File: config.mk
export PLATFORM = sky130hd
export DESIGN_NAME = spi_reg_ctrl
export DESIGN_NICKNAME = d
export VERILOG_FILES = /design/src/rtl/spi_pkg.sv /design/src/rtl/spi_cmd_fifo.sv /design/src/rtl/spi_reg_ctrl.sv
export SDC_FILE = /design/constraint.sdc
export NUM_CORES = 1
export LEC_CHECK = 0
export CAP_MARGIN = 10
export CORE_MARGIN = 5
export CORE_UTILIZATION = 49
export CTS_CLUSTER_DIAMETER = 100
export DETAILED_ROUTE_END_ITERATION = 10
export PLACE_DENSITY = 0.87
export SLEW_MARGIN = 20
export SYNTH_ARGS = -nofsm -noshare
export SYNTH_HDL_FRONTEND = slang
export SYNTH_SLANG_ARGS = --single-unit
File: constraint.sdc
create_clock -name sys_clk -period 1.9 [get_ports sys_clk]
set_input_delay 0.19 -clock sys_clk [delete_from_list [all_inputs] [get_ports sys_clk]]
set_output_delay 0.19 -clock sys_clk [all_outputs]
set_load 0.02 [all_outputs]
File: src/rtl/spi_pkg.sv
// Shared definitions for the SPI register command sequencer: FSM encoding,
// frame field positions, legal spi_master mode values and the frame packer.
package spi_pkg;

  typedef enum logic [4:0] {
    ST_IDLE = 5'b00001,
    ST_LOAD = 5'b00010,
    ST_XFER = 5'b00100,
    ST_RESP = 5'b01000,
    ST_GAP  = 5'b10000
  } state_e;

  localparam int FRAME_W  = 16;
  localparam int RW_BIT   = 15;
  localparam int ADDR_MSB = 14;
  localparam int ADDR_LSB = 8;
  localparam int DATA_MSB = 7;

  localparam logic [1:0] SPI_MODE1 = 2'd1;
  localparam logic [1:0] SPI_MODE3 = 2'd3;

  // Reads carry no payload on MOSI, so their data byte is forced to zero.
  function automatic logic [FRAME_W-1:0] pack_frame(input logic [FRAME_W-1:0] cmd);
    logic [FRAME_W-1:0] f;
    f = cmd;
    if (cmd[RW_BIT]) f[DATA_MSB:0] = '0;
    return f;
  endfunction

endpackage

File: src/rtl/spi_cmd_fifo.sv
// Synchronous command queue holding {rw, addr, wdata} entries; power-of-two
// depth so the pointers wrap naturally.
module spi_cmd_fifo #(
  parameter int WIDTH = 16,
  parameter int DEPTH = 4
) (
  input  logic                     clk,
  input  logic                     rst_n,
  input  logic                     wr_en,
  input  logic [WIDTH-1:0]         wr_data,
  input  logic                     rd_en,
  output logic [WIDTH-1:0]         rd_data,
  output logic                     full,
  output logic                     empty,
  output logic [$clog2(DEPTH):0]   count
);

  localparam int AW = $clog2(DEPTH);

  logic [WIDTH-1:0] mem_q [DEPTH];
  logic [AW-1:0]    wr_ptr_q, wr_ptr_d;
  logic [AW-1:0]    rd_ptr_q, rd_ptr_d;
  logic [AW:0]      count_q, count_d;
  logic             push, pop;

  assign full    = (count_q == (AW+1)'(DEPTH));
  assign empty   = (count_q == '0);
  assign count   = count_q;
  assign rd_data = mem_q[rd_ptr_q];
  assign push    = wr_en && !full;
  assign pop     = rd_en && !empty;

  always_comb begin
    wr_ptr_d = wr_ptr_q;
    rd_ptr_d = rd_ptr_q;
    count_d  = count_q;
    if (push) wr_ptr_d = wr_ptr_q + 1'b1;
    if (pop)  rd_ptr_d = rd_ptr_q + 1'b1;
    case ({push, pop})
      2'b10:   count_d = count_q + 1'b1;
      2'b01:   count_d = count_q - 1'b1;
      default: count_d = count_q;
    endcase
  end

  always_ff @(posedge clk or negedge rst_n) begin
    if (!rst_n) begin
      wr_ptr_q <= '0;
      rd_ptr_q <= '0;
      count_q  <= '0;
    end else begin
      wr_ptr_q <= wr_ptr_d;
      rd_ptr_q <= rd_ptr_d;
      count_q  <= count_d;
    end
  end

  always_ff @(posedge clk) begin
    if (push) mem_q[wr_ptr_q] <= wr_data;
  end

endmodule

File: src/rtl/spi_reg_ctrl.sv
// Register-access sequencer in front of spi_master: queues commands, issues one
// 16-bit frame per command with timeout and inter-frame gap, returns a response.
module spi_reg_ctrl
  import spi_pkg::*;
#(
  parameter logic [1:0]  SPI_MODE   = SPI_MODE3,
  parameter int          FIFO_DEPTH = 4,
  parameter logic [15:0] TIMEOUT    = 16'd4000,
  parameter logic [7:0]  GAP_CYC    = 8'd4
) (
  input  logic        sys_clk,
  input  logic        rst_n,
  input  logic        cmd_valid,
  output logic        cmd_ready,
  input  logic        cmd_rw,
  input  logic [6:0]  cmd_addr,
  input  logic [7:0]  cmd_wdata,
  output logic        rsp_valid,
  output logic        rsp_rw,
  output logic [6:0]  rsp_addr,
  output logic [7:0]  rsp_rdata,
  output logic        rsp_timeout,
  output logic        busy,
  output logic        spi_en,
  output logic [1:0]  spi_mode,
  output logic [15:0] spi_sdata,
  input  logic [15:0] spi_rdata,
  input  logic        spi_done
);

  state_e               state_q, state_d;
  logic [FRAME_W-1:0]   frame_q, frame_d;
  logic [7:0]           rdata_q, rdata_d;
  logic                 tmo_flag_q, tmo_flag_d;
  logic                 spi_en_q, spi_en_d;
  logic [15:0]          tmo_cnt_q, tmo_cnt_d;
  logic [7:0]           gap_cnt_q, gap_cnt_d;

  logic                 fifo_rd, fifo_full, fifo_empty;
  logic [FRAME_W-1:0]   fifo_rd_data;
  logic [$clog2(FIFO_DEPTH):0] fifo_count;
  logic                 unused_rdata_hi;

  spi_cmd_fifo #(
    .WIDTH (FRAME_W),
    .DEPTH (FIFO_DEPTH)
  ) u_fifo (
    .clk     (sys_clk),
    .rst_n   (rst_n),
    .wr_en   (cmd_valid),
    .wr_data ({cmd_rw, cmd_addr, cmd_wdata}),
    .rd_en   (fifo_rd),
    .rd_data (fifo_rd_data),
    .full    (fifo_full),
    .empty   (fifo_empty),
    .count   (fifo_count)
  );

  assign cmd_ready       = !fifo_full;
  assign busy            = (state_q != ST_IDLE) || (fifo_count != '0);
  assign spi_en          = spi_en_q;
  assign spi_mode        = SPI_MODE;
  assign spi_sdata       = frame_q;
  assign rsp_valid       = (state_q == ST_RESP);
  assign rsp_rw          = frame_q[RW_BIT];
  assign rsp_addr        = frame_q[ADDR_MSB:ADDR_LSB];
  assign rsp_rdata       = rdata_q;
  assign rsp_timeout     = tmo_flag_q;
  assign unused_rdata_hi = ^spi_rdata[15:8];

  always_comb begin
    state_d    = state_q;
    frame_d    = frame_q;
    rdata_d    = rdata_q;
    tmo_flag_d = tmo_flag_q;
    spi_en_d   = spi_en_q;
    tmo_cnt_d  = tmo_cnt_q;
    gap_cnt_d  = gap_cnt_q;
    fifo_rd    = 1'b0;
    unique case (state_q)
      ST_IDLE: begin
        if (!fifo_empty) begin
          fifo_rd = 1'b1;
          frame_d = pack_frame(fifo_rd_data);
          state_d = ST_LOAD;
        end
      end
      ST_LOAD: begin
        spi_en_d  = 1'b1;
        tmo_cnt_d = '0;
        state_d   = ST_XFER;
      end
      ST_XFER: begin
        tmo_cnt_d = tmo_cnt_q + 16'd1;
        // A done arriving on the last allowed cycle still wins over the timeout.
        if (spi_done) begin
          rdata_d    = spi_rdata[7:0];
          tmo_flag_d = 1'b0;
          spi_en_d   = 1'b0;
          state_d    = ST_RESP;
        end else if (tmo_cnt_q == TIMEOUT - 16'd1) begin
          rdata_d    = '0;
          tmo_flag_d = 1'b1;
          spi_en_d   = 1'b0;
          state_d    = ST_RESP;
        end
      end
      ST_RESP: begin
        gap_cnt_d = '0;
        state_d   = ST_GAP;
      end
      ST_GAP: begin
        gap_cnt_d = gap_cnt_q + 8'd1;
        if (({1'b0, gap_cnt_q} + 9'd1) >= {1'b0, GAP_CYC}) state_d = ST_IDLE;
      end
      default: begin
        spi_en_d = 1'b0;
        state_d  = ST_IDLE;
      end
    endcase
  end

  always_ff @(posedge sys_clk or negedge rst_n) begin
    if (!rst_n) begin
      state_q    <= ST_IDLE;
      frame_q    <= '0;
      rdata_q    <= '0;
      tmo_flag_q <= 1'b0;
      spi_en_q   <= 1'b0;
      tmo_cnt_q  <= '0;
      gap_cnt_q  <= '0;
    end else begin
      state_q    <= state_d;
      frame_q    <= frame_d;
      rdata_q    <= rdata_d;
      tmo_flag_q <= tmo_flag_d;
      spi_en_q   <= spi_en_d;
      tmo_cnt_q  <= tmo_cnt_d;
      gap_cnt_q  <= gap_cnt_d;
    end
  end

endmodule

==> metrics.csv <==
metric;value;unit
finClkSkew;0.00783;ns
multi_input_comb_area;0.00172;mm²
avgViaCountPerCell;5.45;
wl_per_cell;17.7;µm
area_growth;32.4;%
die-area;0.0130;mm²
fin_crit;1.87;ns
vias;3574;
worstSkewPairLatency;0.51;ns
power.leakage;2.95;nW
hold_class;input port to asynchronous set/reset pin;
grt_max_degree;63;
ff_latch_area;0.00347;mm²
synth-edff-count;64;
core;0.0107;mm²
globalRouteOverflowTotal;0;
cp.required;2.33;ns
rsz0062_at_grt;true;
drive_above_1_share;0.238;
layout_commonest_cell;edfxtp_1;
stdcell_count;656;
setup_slack;0.0272;ns
h-tree-depth;4;
wirelength;11600;µm
ys_async_sr_fraction;0.492;
netlist_area;0.00531;mm²
fin_hold_ws;0.222;ns
dpl.cell_count;615;
yosys_register_bits;126;
io_buffers;64;
diodes;0;
end_kind;flip-flop;
clock-sinks;126;
place.gp.congestion;0.801;
tns;0;ns
first_global_vias;3953;
dieWidth;114;µm
gr-usage-all-layers;0.195;
critPathMaxFanout;3;
cp-start-kind;flip-flop;
r2r-start;state_q[4];
regToRegSetupSlack;0.03;ns
ys_types;53;
hold_viol;0;
first_iter_violations;185;
dr.pass1.iters;4;
drv_slew;0;
yosysWarnings;0;
drc;0;
ant_nets;0;
finalNetCount;547;
fill_cells;751;
postSynthCellCount;393;
r2r-end;u_fifo.count[2];
r2r_cells;10;
max_cap_violations;0;
peakVddDrop;0.00114;V
pin_count;75;
fmax;534;MHz
clkTransAtPathRegs;0.06;ns
ys.flop_type;edfxtp_1;
power.density;1560;mW/mm²
syn_area_per_cell;13.5;µm²
antenna_found_initial;0;
grt_pass1_wl;19600;µm
rows;38;
die_y;114;µm
finalSetupViolations;0;
crit_arrival;2.30;ns
status;finished, final reports clean;
ys_seq_area_frac;0.654;
finalCritPeriodShare;0.986;
cts-buffers-inserted;17;
root_buffer;clkbuf_8;
crit_type;flip-flop to flip-flop;
most-common-layout-cells;edfxtp_1, dfrtp_1, clkdlybuf4s50_1, nand2_1, buf_4;
tritoncts;built;
cts_buffer_depth;2;
initial_core_util;0.495;
dp_worst_setup_slack;-0.0982;ns
dp_hpwl;7090;µm
total_power;11.0;mW
-- cell type report --
cell class | instances | share of cell area
Inverter | 21 | 0.0116
Clock buffer | 19 | 0.0613
Sequential cell | 126 | 0.494
Multi-Input combinational cell | 225 | 0.245
Tap cell | 140 | 0.0249
Clock inverter | 13 | 0.0199
Timing Repair Buffer | 112 | 0.144
-- power by group --
group | total [mW] | switching, mW | internal (mW) | leakage, nW
clock network | 3.08 | 1.18 | 1.90 | 0.272
logic | 3.90 | 2.03 | 1.87 | 1.28
registers | 3.98 | 0.388 | 3.59 | 1.40
-- kinds of logic after synthesis --
| logic type | synth area share |
|---|---|
| DFF | 0.654 |
| and+or+nand+nor | 0.117 |
| AOI/OAI and AO/OA | 0.0697 |
| buffers and inverters | 0.0393 |
| muxes | 0.0845 |
| xor gates and xnor gates | 0.0148 |
| adders and majority gates | 0.0202 |
| other | 0.000706 |
-- synth_stat cells (all sizes together) (2+ instances only) --
library cell	count	share of area
nand3b	2	0.0028
or3	3	0.0045
nand2b	2	0.0024
a21oi	9	0.0085
edfxtp	64	0.36
and3	8	0.0094
buf	15	0.020
dfrtp	61	0.29
nor3b	2	0.0047
a22o	10	0.016
nand4	4	0.0047
o21ai	29	0.027
ha	7	0.016
mux4	15	0.064
mux2i	10	0.019
and2	5	0.0059
nor4	2	0.0035
a31oi	2	0.0024
nand3	13	0.012
o31ai	3	0.0042
nor2	12	0.0089
and4	3	0.0049
xor2	3	0.0049
inv	21	0.015
clkbuf	7	0.0049
xnor2	6	0.0099
nor3	3	0.0049
nand2	57	0.040
-- layer usage --
metal / wire length (µm) / global-route usage / vias to the layer above
met5: 0 / 0 / -
met2: 6280 / 0.342 / 101
met1: 4640 / 0.226 / 1806
met3: 507 / 0.0539 / 18
li1: - / - / 1649
met4: 172 / 0.0784 / 0
-- repair_timing --
action,CTS,global route
pin swaps,10,10
hold buffers,1,0
hold endpoints to repair,62,0
setup endpoints to repair,16,14
resized for setup,26,8
buffers inserted,6,3
-- per-stage QoR --
| stage | instance area [µm²] | utilization |
|---|---|---|
| final | 7040 | 0.655 |
| after global routing | 7040 | 0.655 |
| after CTS | 6990 | 0.651 |
| after detailed placement | 6310 | 0.588 |
| after global placement | 6310 | 0.588 |
| after floorplan | 5330 | - |
-- sequential cells by signal, summed over array words and instances (netlist names) --
signal / count
u_fifo.mem_q: 64
spi_sdata: 16
tmo_cnt_q: 16
gap_cnt_q: 8
rsp_rdata: 8
state_q: 5
u_fifo.count: 3
u_fifo.rd_ptr_q: 2
u_fifo.wr_ptr_q: 2
rsp_timeout: 1
spi_en: 1
-- critical path, stage by stage, from the launching register on --
cell and delay (ns):
dfrtp_1 0.41, nor2_2 0.14, and3_4 0.21, nand2b_4 0.07
inv_4 0.06, ha_4 0.12, inv_2 0.04, fa_2 0.33
xor2_1 0.14, nor2_1 0.11, xor2_1 0.16
-- worst max path at each step --
stage / depth (start not counted) / slack, ns / end / from
2_1_floorplan: 5 / -0.09 / gap_cnt_q[6] / state_q[1]
3_3_place_gp: 4 / -0.03 / rsp_rdata[0] / tmo_cnt_q[12]
3_5_place_dp: 4 / -0.1 / rsp_rdata[5] / tmo_cnt_q[12]
4_1_cts: 5 / -0.01 / busy / state_q[0]
5_1_grt: 10 / -0.10 / u_fifo.count[2] / u_fifo.count[1]
6_report: 10 / 0.03 / u_fifo.count[2] / state_q[4]
No activity file was read; power rests on OpenSTA's default activity.
